<file path="src/rtl/writeback_unit_if.sv">
// writeback_unit_if: instruction/result inputs and register-file write port of the writeback stage
interface writeback_unit_if #(parameter int XLEN = 32);
  logic            issue_i;
  logic [2:0]      instr_type_i;
  logic [4:0]      rd_i;
  logic [1:0]      wb_sel_i;
  logic [2:0]      load_funct3_i;
  logic [XLEN-1:0] alu_result_i;
  logic [XLEN-1:0] pc_i;
  logic [XLEN-1:0] imm_i;
  logic [1:0]      mem_addr_lo_i;
  logic [XLEN-1:0] mem_rdata_i;
  logic            mem_rvalid_i;
  logic            stall_o;
  logic            rf_we_o;
  logic [4:0]      rf_waddr_o;
  logic [XLEN-1:0] rf_wdata_o;
  logic            retire_o;
  modport master (
    output issue_i, instr_type_i, rd_i, wb_sel_i, load_funct3_i, alu_result_i, pc_i, imm_i,
           mem_addr_lo_i, mem_rdata_i, mem_rvalid_i,
    input  stall_o, rf_we_o, rf_waddr_o, rf_wdata_o, retire_o
  );
  modport slave (
    input  issue_i, instr_type_i, rd_i, wb_sel_i, load_funct3_i, alu_result_i, pc_i, imm_i,
           mem_addr_lo_i, mem_rdata_i, mem_rvalid_i,
    output stall_o, rf_we_o, rf_waddr_o, rf_wdata_o, retire_o
  );
endinterface

</file>
<file path="src/rtl/writeback_unit.sv">
// writeback_unit: selects the result source, waits on load data and drives the registered RF write port
module writeback_unit #(parameter int XLEN = 32) (
  input logic clk_i,
  input logic rst_i,
  writeback_unit_if.slave wb
);
  localparam logic [2:0] TYPER = 3'd0, TYPEI = 3'd1, TYPEU = 3'd4, TYPEJ = 3'd5;
  localparam logic [1:0] SEL_ALU = 2'd0, SEL_LOAD = 2'd1, SEL_PC4 = 2'd2, SEL_IMM = 2'd3;
  typedef enum logic {IDLE, WAIT_LOAD} state_t;
  state_t          state_q, state_d;
  logic            pend_we_q, pend_we_d;
  logic [4:0]      pend_rd_q, pend_rd_d;
  logic [2:0]      pend_f3_q, pend_f3_d;
  logic [1:0]      pend_lo_q, pend_lo_d;
  logic            rf_we_q, rf_we_d;
  logic [4:0]      rf_waddr_q, rf_waddr_d;
  logic [XLEN-1:0] rf_wdata_q, rf_wdata_d;
  logic            retire_q, retire_d;
  logic            writes_rd, is_load;
  logic [XLEN-1:0] src;

  // unknown funct3 encodings fall through to the full word
  function automatic logic [XLEN-1:0] align(input logic [2:0] f3, input logic [1:0] lo,
                                            input logic [XLEN-1:0] word);
    logic [7:0]  b;
    logic [15:0] h;
    b = word[{lo, 3'b000} +: 8];
    h = lo[1] ? word[31:16] : word[15:0];
    return f3 == 3'b000 ? {{(XLEN-8){b[7]}}, b} :
           f3 == 3'b001 ? {{(XLEN-16){h[15]}}, h} :
           f3 == 3'b100 ? {{(XLEN-8){1'b0}}, b} :
           f3 == 3'b101 ? {{(XLEN-16){1'b0}}, h} : word;
  endfunction

  always_comb begin
    writes_rd  = (wb.instr_type_i inside {TYPER, TYPEI, TYPEU, TYPEJ}) && wb.rd_i != 5'd0;
    is_load    = wb.issue_i && wb.wb_sel_i == SEL_LOAD;
    src        = wb.wb_sel_i == SEL_ALU ? wb.alu_result_i :
                 wb.wb_sel_i == SEL_PC4 ? wb.pc_i + XLEN'(4) :
                 wb.wb_sel_i == SEL_IMM ? wb.imm_i :
                 align(wb.load_funct3_i, wb.mem_addr_lo_i, wb.mem_rdata_i);
    state_d    = state_q;
    pend_we_d  = pend_we_q;
    pend_rd_d  = pend_rd_q;
    pend_f3_d  = pend_f3_q;
    pend_lo_d  = pend_lo_q;
    rf_we_d    = 1'b0;
    retire_d   = 1'b0;
    rf_waddr_d = rf_waddr_q;
    rf_wdata_d = rf_wdata_q;
    if (state_q == IDLE) begin
      if (wb.issue_i && (!is_load || wb.mem_rvalid_i)) begin
        retire_d   = 1'b1;
        rf_we_d    = writes_rd;
        rf_waddr_d = writes_rd ? wb.rd_i : rf_waddr_q;
        rf_wdata_d = writes_rd ? src : rf_wdata_q;
      end else if (is_load) begin
        state_d   = WAIT_LOAD;
        pend_we_d = writes_rd;
        pend_rd_d = wb.rd_i;
        pend_f3_d = wb.load_funct3_i;
        pend_lo_d = wb.mem_addr_lo_i;
      end
    end else if (wb.mem_rvalid_i) begin
      state_d    = IDLE;
      retire_d   = 1'b1;
      rf_we_d    = pend_we_q;
      rf_waddr_d = pend_we_q ? pend_rd_q : rf_waddr_q;
      rf_wdata_d = pend_we_q ? align(pend_f3_q, pend_lo_q, wb.mem_rdata_i) : rf_wdata_q;
    end
  end

  always_ff @(posedge clk_i) begin
    if (rst_i) begin
      state_q    <= IDLE;
      pend_we_q  <= 1'b0;
      pend_rd_q  <= '0;
      pend_f3_q  <= '0;
      pend_lo_q  <= '0;
      rf_we_q    <= 1'b0;
      rf_waddr_q <= '0;
      rf_wdata_q <= '0;
      retire_q   <= 1'b0;
    end else begin
      state_q    <= state_d;
      pend_we_q  <= pend_we_d;
      pend_rd_q  <= pend_rd_d;
      pend_f3_q  <= pend_f3_d;
      pend_lo_q  <= pend_lo_d;
      rf_we_q    <= rf_we_d;
      rf_waddr_q <= rf_waddr_d;
      rf_wdata_q <= rf_wdata_d;
      retire_q   <= retire_d;
    end
  end

  assign wb.stall_o    = state_q == IDLE ? is_load && !wb.mem_rvalid_i : !wb.mem_rvalid_i;
  assign wb.rf_we_o    = rf_we_q;
  assign wb.rf_waddr_o = rf_waddr_q;
  assign wb.rf_wdata_o = rf_wdata_q;
  assign wb.retire_o   = retire_q;
endmodule
</file>
<file path="src/flat_wrapper.sv">
// flat-port wrapper written by rule: the top's interface ports become plain ports
module writeback_unit_flat 
#(parameter int XLEN = 32)
  (clk_i, rst_i, wb_issue_i, wb_instr_type_i, wb_rd_i, wb_wb_sel_i, wb_load_funct3_i, wb_alu_result_i, wb_pc_i, wb_imm_i, wb_mem_addr_lo_i, wb_mem_rdata_i, wb_mem_rvalid_i, wb_stall_o, wb_rf_we_o, wb_rf_waddr_o, wb_rf_wdata_o, wb_retire_o);
  writeback_unit_if #(.XLEN(XLEN)) wb_i ();
  input logic clk_i;
  input logic rst_i;
  input wire logic [$bits(wb_i.issue_i)-1:0] wb_issue_i;
  input wire logic [$bits(wb_i.instr_type_i)-1:0] wb_instr_type_i;
  input wire logic [$bits(wb_i.rd_i)-1:0] wb_rd_i;
  input wire logic [$bits(wb_i.wb_sel_i)-1:0] wb_wb_sel_i;
  input wire logic [$bits(wb_i.load_funct3_i)-1:0] wb_load_funct3_i;
  input wire logic [$bits(wb_i.alu_result_i)-1:0] wb_alu_result_i;
  input wire logic [$bits(wb_i.pc_i)-1:0] wb_pc_i;
  input wire logic [$bits(wb_i.imm_i)-1:0] wb_imm_i;
  input wire logic [$bits(wb_i.mem_addr_lo_i)-1:0] wb_mem_addr_lo_i;
  input wire logic [$bits(wb_i.mem_rdata_i)-1:0] wb_mem_rdata_i;
  input wire logic [$bits(wb_i.mem_rvalid_i)-1:0] wb_mem_rvalid_i;
  output wire logic [$bits(wb_i.stall_o)-1:0] wb_stall_o;
  output wire logic [$bits(wb_i.rf_we_o)-1:0] wb_rf_we_o;
  output wire logic [$bits(wb_i.rf_waddr_o)-1:0] wb_rf_waddr_o;
  output wire logic [$bits(wb_i.rf_wdata_o)-1:0] wb_rf_wdata_o;
  output wire logic [$bits(wb_i.retire_o)-1:0] wb_retire_o;
  assign wb_i.issue_i = wb_issue_i;
  assign wb_i.instr_type_i = wb_instr_type_i;
  assign wb_i.rd_i = wb_rd_i;
  assign wb_i.wb_sel_i = wb_wb_sel_i;
  assign wb_i.load_funct3_i = wb_load_funct3_i;
  assign wb_i.alu_result_i = wb_alu_result_i;
  assign wb_i.pc_i = wb_pc_i;
  assign wb_i.imm_i = wb_imm_i;
  assign wb_i.mem_addr_lo_i = wb_mem_addr_lo_i;
  assign wb_i.mem_rdata_i = wb_mem_rdata_i;
  assign wb_i.mem_rvalid_i = wb_mem_rvalid_i;
  assign wb_stall_o = wb_i.stall_o;
  assign wb_rf_we_o = wb_i.rf_we_o;
  assign wb_rf_waddr_o = wb_i.rf_waddr_o;
  assign wb_rf_wdata_o = wb_i.rf_wdata_o;
  assign wb_retire_o = wb_i.retire_o;
  writeback_unit #(.XLEN(XLEN)) u_core (.clk_i(clk_i), .rst_i(rst_i), .wb(wb_i));
endmodule
</file>
<file path="config.mk">
export PLATFORM = sky130hd
export DESIGN_NAME = writeback_unit_flat
export DESIGN_NICKNAME = d
export VERILOG_FILES = /design/src/rtl/writeback_unit_if.sv /design/src/rtl/writeback_unit.sv /design/src/flat_wrapper.sv
export SDC_FILE = /design/constraint.sdc
export NUM_CORES = 1
export LEC_CHECK = 0
export ABC_CLOCK_PERIOD_IN_PS = 2300
export BUFFER_PORTS_ARGS = -buffer_cell sky130_fd_sc_hd__buf_2
export CORE_UTILIZATION = 50
export DETAILED_ROUTE_END_ITERATION = 6
export HOLD_SLACK_MARGIN = 0.03
export PLACE_DENSITY_LB_ADDON = 0.1
export SKIP_CTS_REPAIR_TIMING = 1
export SLEW_MARGIN = 20
export SYNTH_ARGS = -nofsm -noshare
export SYNTH_HDL_FRONTEND = slang
export SYNTH_SLANG_ARGS = --single-unit
</file>
<file path="constraint.sdc">
create_clock -name clk_i -period 2.3 [get_ports clk_i]
set_input_delay 0.23 -clock clk_i [delete_from_list [all_inputs] [get_ports clk_i]]
set_output_delay 0.23 -clock clk_i [all_outputs]
set_load 0.05 [all_outputs]
</file>
==> flow_summary.yaml <==
synthesis:
  ys_top_cells_by_count: "nor2_1 (87), nand2_1 (60), dfxtp_1 (51), a211oi_1 (40), a21oi_1 (38)"
  synthCells: 653
  yosysTopAreaCellShare: 0.217
  synth-seq-cells: 51
  yosysUniqueCellTypes: 70
  yosysWarnings: 0
  syn_area_um2: 4690
  yosys.area.top_type: "dfxtp_1"
  ys.flop_type: "dfxtp_1"
  yosysMostFrequentCell: "nor2_1"
  syn_area_per_cell_um2: 7.19
  async_reset_ff_frac: 0
  synth_nets: 801
  ys_seq_area_frac: 0.217
  synth_area_leaders: "dfxtp_1 (22%), nor2_1 (7.0%), a211oi_1 (6.4%)"
  synth_edf_count: 0
routing:
  ant_nets: 0
  wire_per_inst_um: 19.7
  vias_per_cell: 6.41
  drt_first_pass_iters: 6
  initialDrtViolationCount: 476
  drcViolationCount: 0
  drt-total-wl_um: 18200
  routed-via-count: 5938
timing:
  setup_viol: 0
  tns_ns: 0
  hold_violations: 0
  finalMaxSlewViolations: 0
  rsz0062_at_grt: "false"
  tightest_slew_ns: 0.713
  finalCritPeriodShare: 0.960
  fin_ws_ns: 0.0918
  fin_skew_ns: 0.0108
  fin_crit_ns: 2.21
  relSlewSlack: 0.521
  max_freq_ghz: 0.453
power:
  powerDensity_nw_per_um2: 435
  leakagePower_nw: 2.54
  ir_worst_vdd_mv: 0.314
worst_setup_path:
  worst_path_largest_cell_delay_ns: 0.56
  crit_path_start_kind: "flip-flop"
  path_class: "reg2reg"
  end_kind: "flip-flop"
  reg2reg_depth: 6
  cp_max_fo: 8
  cpLargestDelayFamily: "compound AO/OA/AOI/OAI gates"
  crit_required_ns: 2.52
  r2r_setup_slack_ns: 0.09
  cp_num_cells: 6
  arrival_ns: 2.43
  critical_path_buf_inv_count: 0
  crit_slowest_cell: "mux4_2"
  crit_chain: "mux4_2 > a21boi_2 > o21ai_1 > nand2b_1 > a21oi_1 > nor4_2"
clocking:
  htree_levels: 2
  tritoncts: "yes"
  cts_made_buffers: 5
  cts-root-buf: "clkbuf_8"
  worstSkewPairLatency_ns: 0.32
  clock-sinks: 51
  clockBufferDepth: 2
  clk_pin_slew_ns: 0.12
floorplanning:
  die-area_um2: 9780
  start_util: 0.528
  io_pins: 187
  core-area_um2: 8890
  die_y_um: 98.9
  fp.dieW_um: 98.9
  row_count: 34
min_path:
  hold_class: "in2reg"
  hold_depth: 2
global_route:
  grt_overflow_total: 0
  grt_start_max_net_pins: 40
  grt_usage: 0.368
  grt_pass1_vias: 5428
  antenna_found_initial: 0
  grt_pass1_wl_um: 28300
placed_design:
  dp_hpwl_um: 14200
  gp_congestion: 0.979
  numPortBuffers: 184
  dp_slack_ns: 0.0593
layout:
  nNetsFinal: 965
  synthToLayoutAreaGrowth_pct: 24.1
  layout-drive-gt1-share: 0.297
  post-route-util: 0.655
  n_antenna_cell: 0
run_status:
  status: "complete, no violations"
run:
  drv.max_cap_violation_count: 0
-- routing by layer --
metal	track usage	wire [µm]
met5	0	0
met4	0.134	532
met3	0.0709	1880
met2	0.592	8250
met1	0.490	7560
-- cells by family after synthesis --
logic type	after synthesis	synth area share
AOI/OAI and AO/OA	226	0.338
DFF	51	0.217
buffers and inverters	68	0.0624
muxes	28	0.0658
and+or+nand+nor	252	0.263
adders and majority gates	1	0.00266
xor gates and xnor gates	27	0.0504
-- placed cells by master (no fill, tap or decap), types with 19 or more instances in the layout --
cell | synthesis | final
xnor2_1 | 19 | 19
nand2_1 | 60 | 60
o21ai_0 | 36 | 36
mux2i_1 | 23 | 23
a211oi_1 | 40 | 40
nor2_1 | 87 | 87
nor3_1 | 20 | 20
buf_4 | 2 | 28
a21oi_1 | 38 | 38
dfxtp_1 | 51 | 51
buf_2 | 22 | 184
-- sequential cells by signal, indices dropped and copies added (netlist names) --
signal                cells
u_core.wb.rf_wdata_o     32
u_core.pend_rd_q          5
u_core.pend_lo_q          2
u_core.wb.rf_we_o         1
u_core.wb.rf_waddr_o      5
u_core.pend_we_q          1
u_core.wb.retire_o        1
u_core.state_q            1
u_core.pend_f3_q          3
-- area by class of cell --
| type | instances | area [µm²] |
|---|---|---|
| multi-input cells | 534 | 3390 |
| inverters | 13 | 51.3 |
| repair buffers | 212 | 1130 |
| well taps | 108 | 135 |
| fillers | 855 | 3060 |
| clock inverters | 3 | 27.5 |
| flip-flops and latches | 51 | 1020 |
| clock buffers | 5 | 68.8 |
-- power breakdown --
part,leakage [nW],switching [mW],internal [mW]
Combinational,2.08,0.634,0.335
Clock,0.0463,0.369,0.225
Sequential,0.418,0.0337,0.936
Total,2.54,1.04,1.50
-- worst paths after layout --
kind,start,to
max,u_core.pend_lo_q[0]$_SDFFE_PP0P_,u_core.wb.rf_wdata_o[19]$_SDFFE_PP0P_
min,wb_mem_rvalid_i,u_core.state_q$_SDFF_PP0_
max reg2reg,u_core.pend_lo_q[0]$_SDFFE_PP0P_,u_core.wb.rf_wdata_o[19]$_SDFFE_PP0P_
min reg2reg,u_core.wb.rf_wdata_o[8]$_SDFFE_PP0P_,u_core.wb.rf_wdata_o[8]$_SDFFE_PP0P_
-- through the flow --
stage / power (mW) / instances / hold WS (ns) / cell area [µm²]
6_report: 2.53 / 926 / 0.145 / 5830
5_1_grt: 2.64 / 926 / 0.136 / 5830
3_5_place_dp: 1.94 / 918 / 0.454 / 5730
3_3_place_gp: 1.93 / 918 / 0.444 / 5730
2_1_floorplan: 1.57 / 653 / 0.309 / 4690
4_1_cts: 2.52 / 926 / 0.140 / 5830
(Power assumes the default switching activity.)
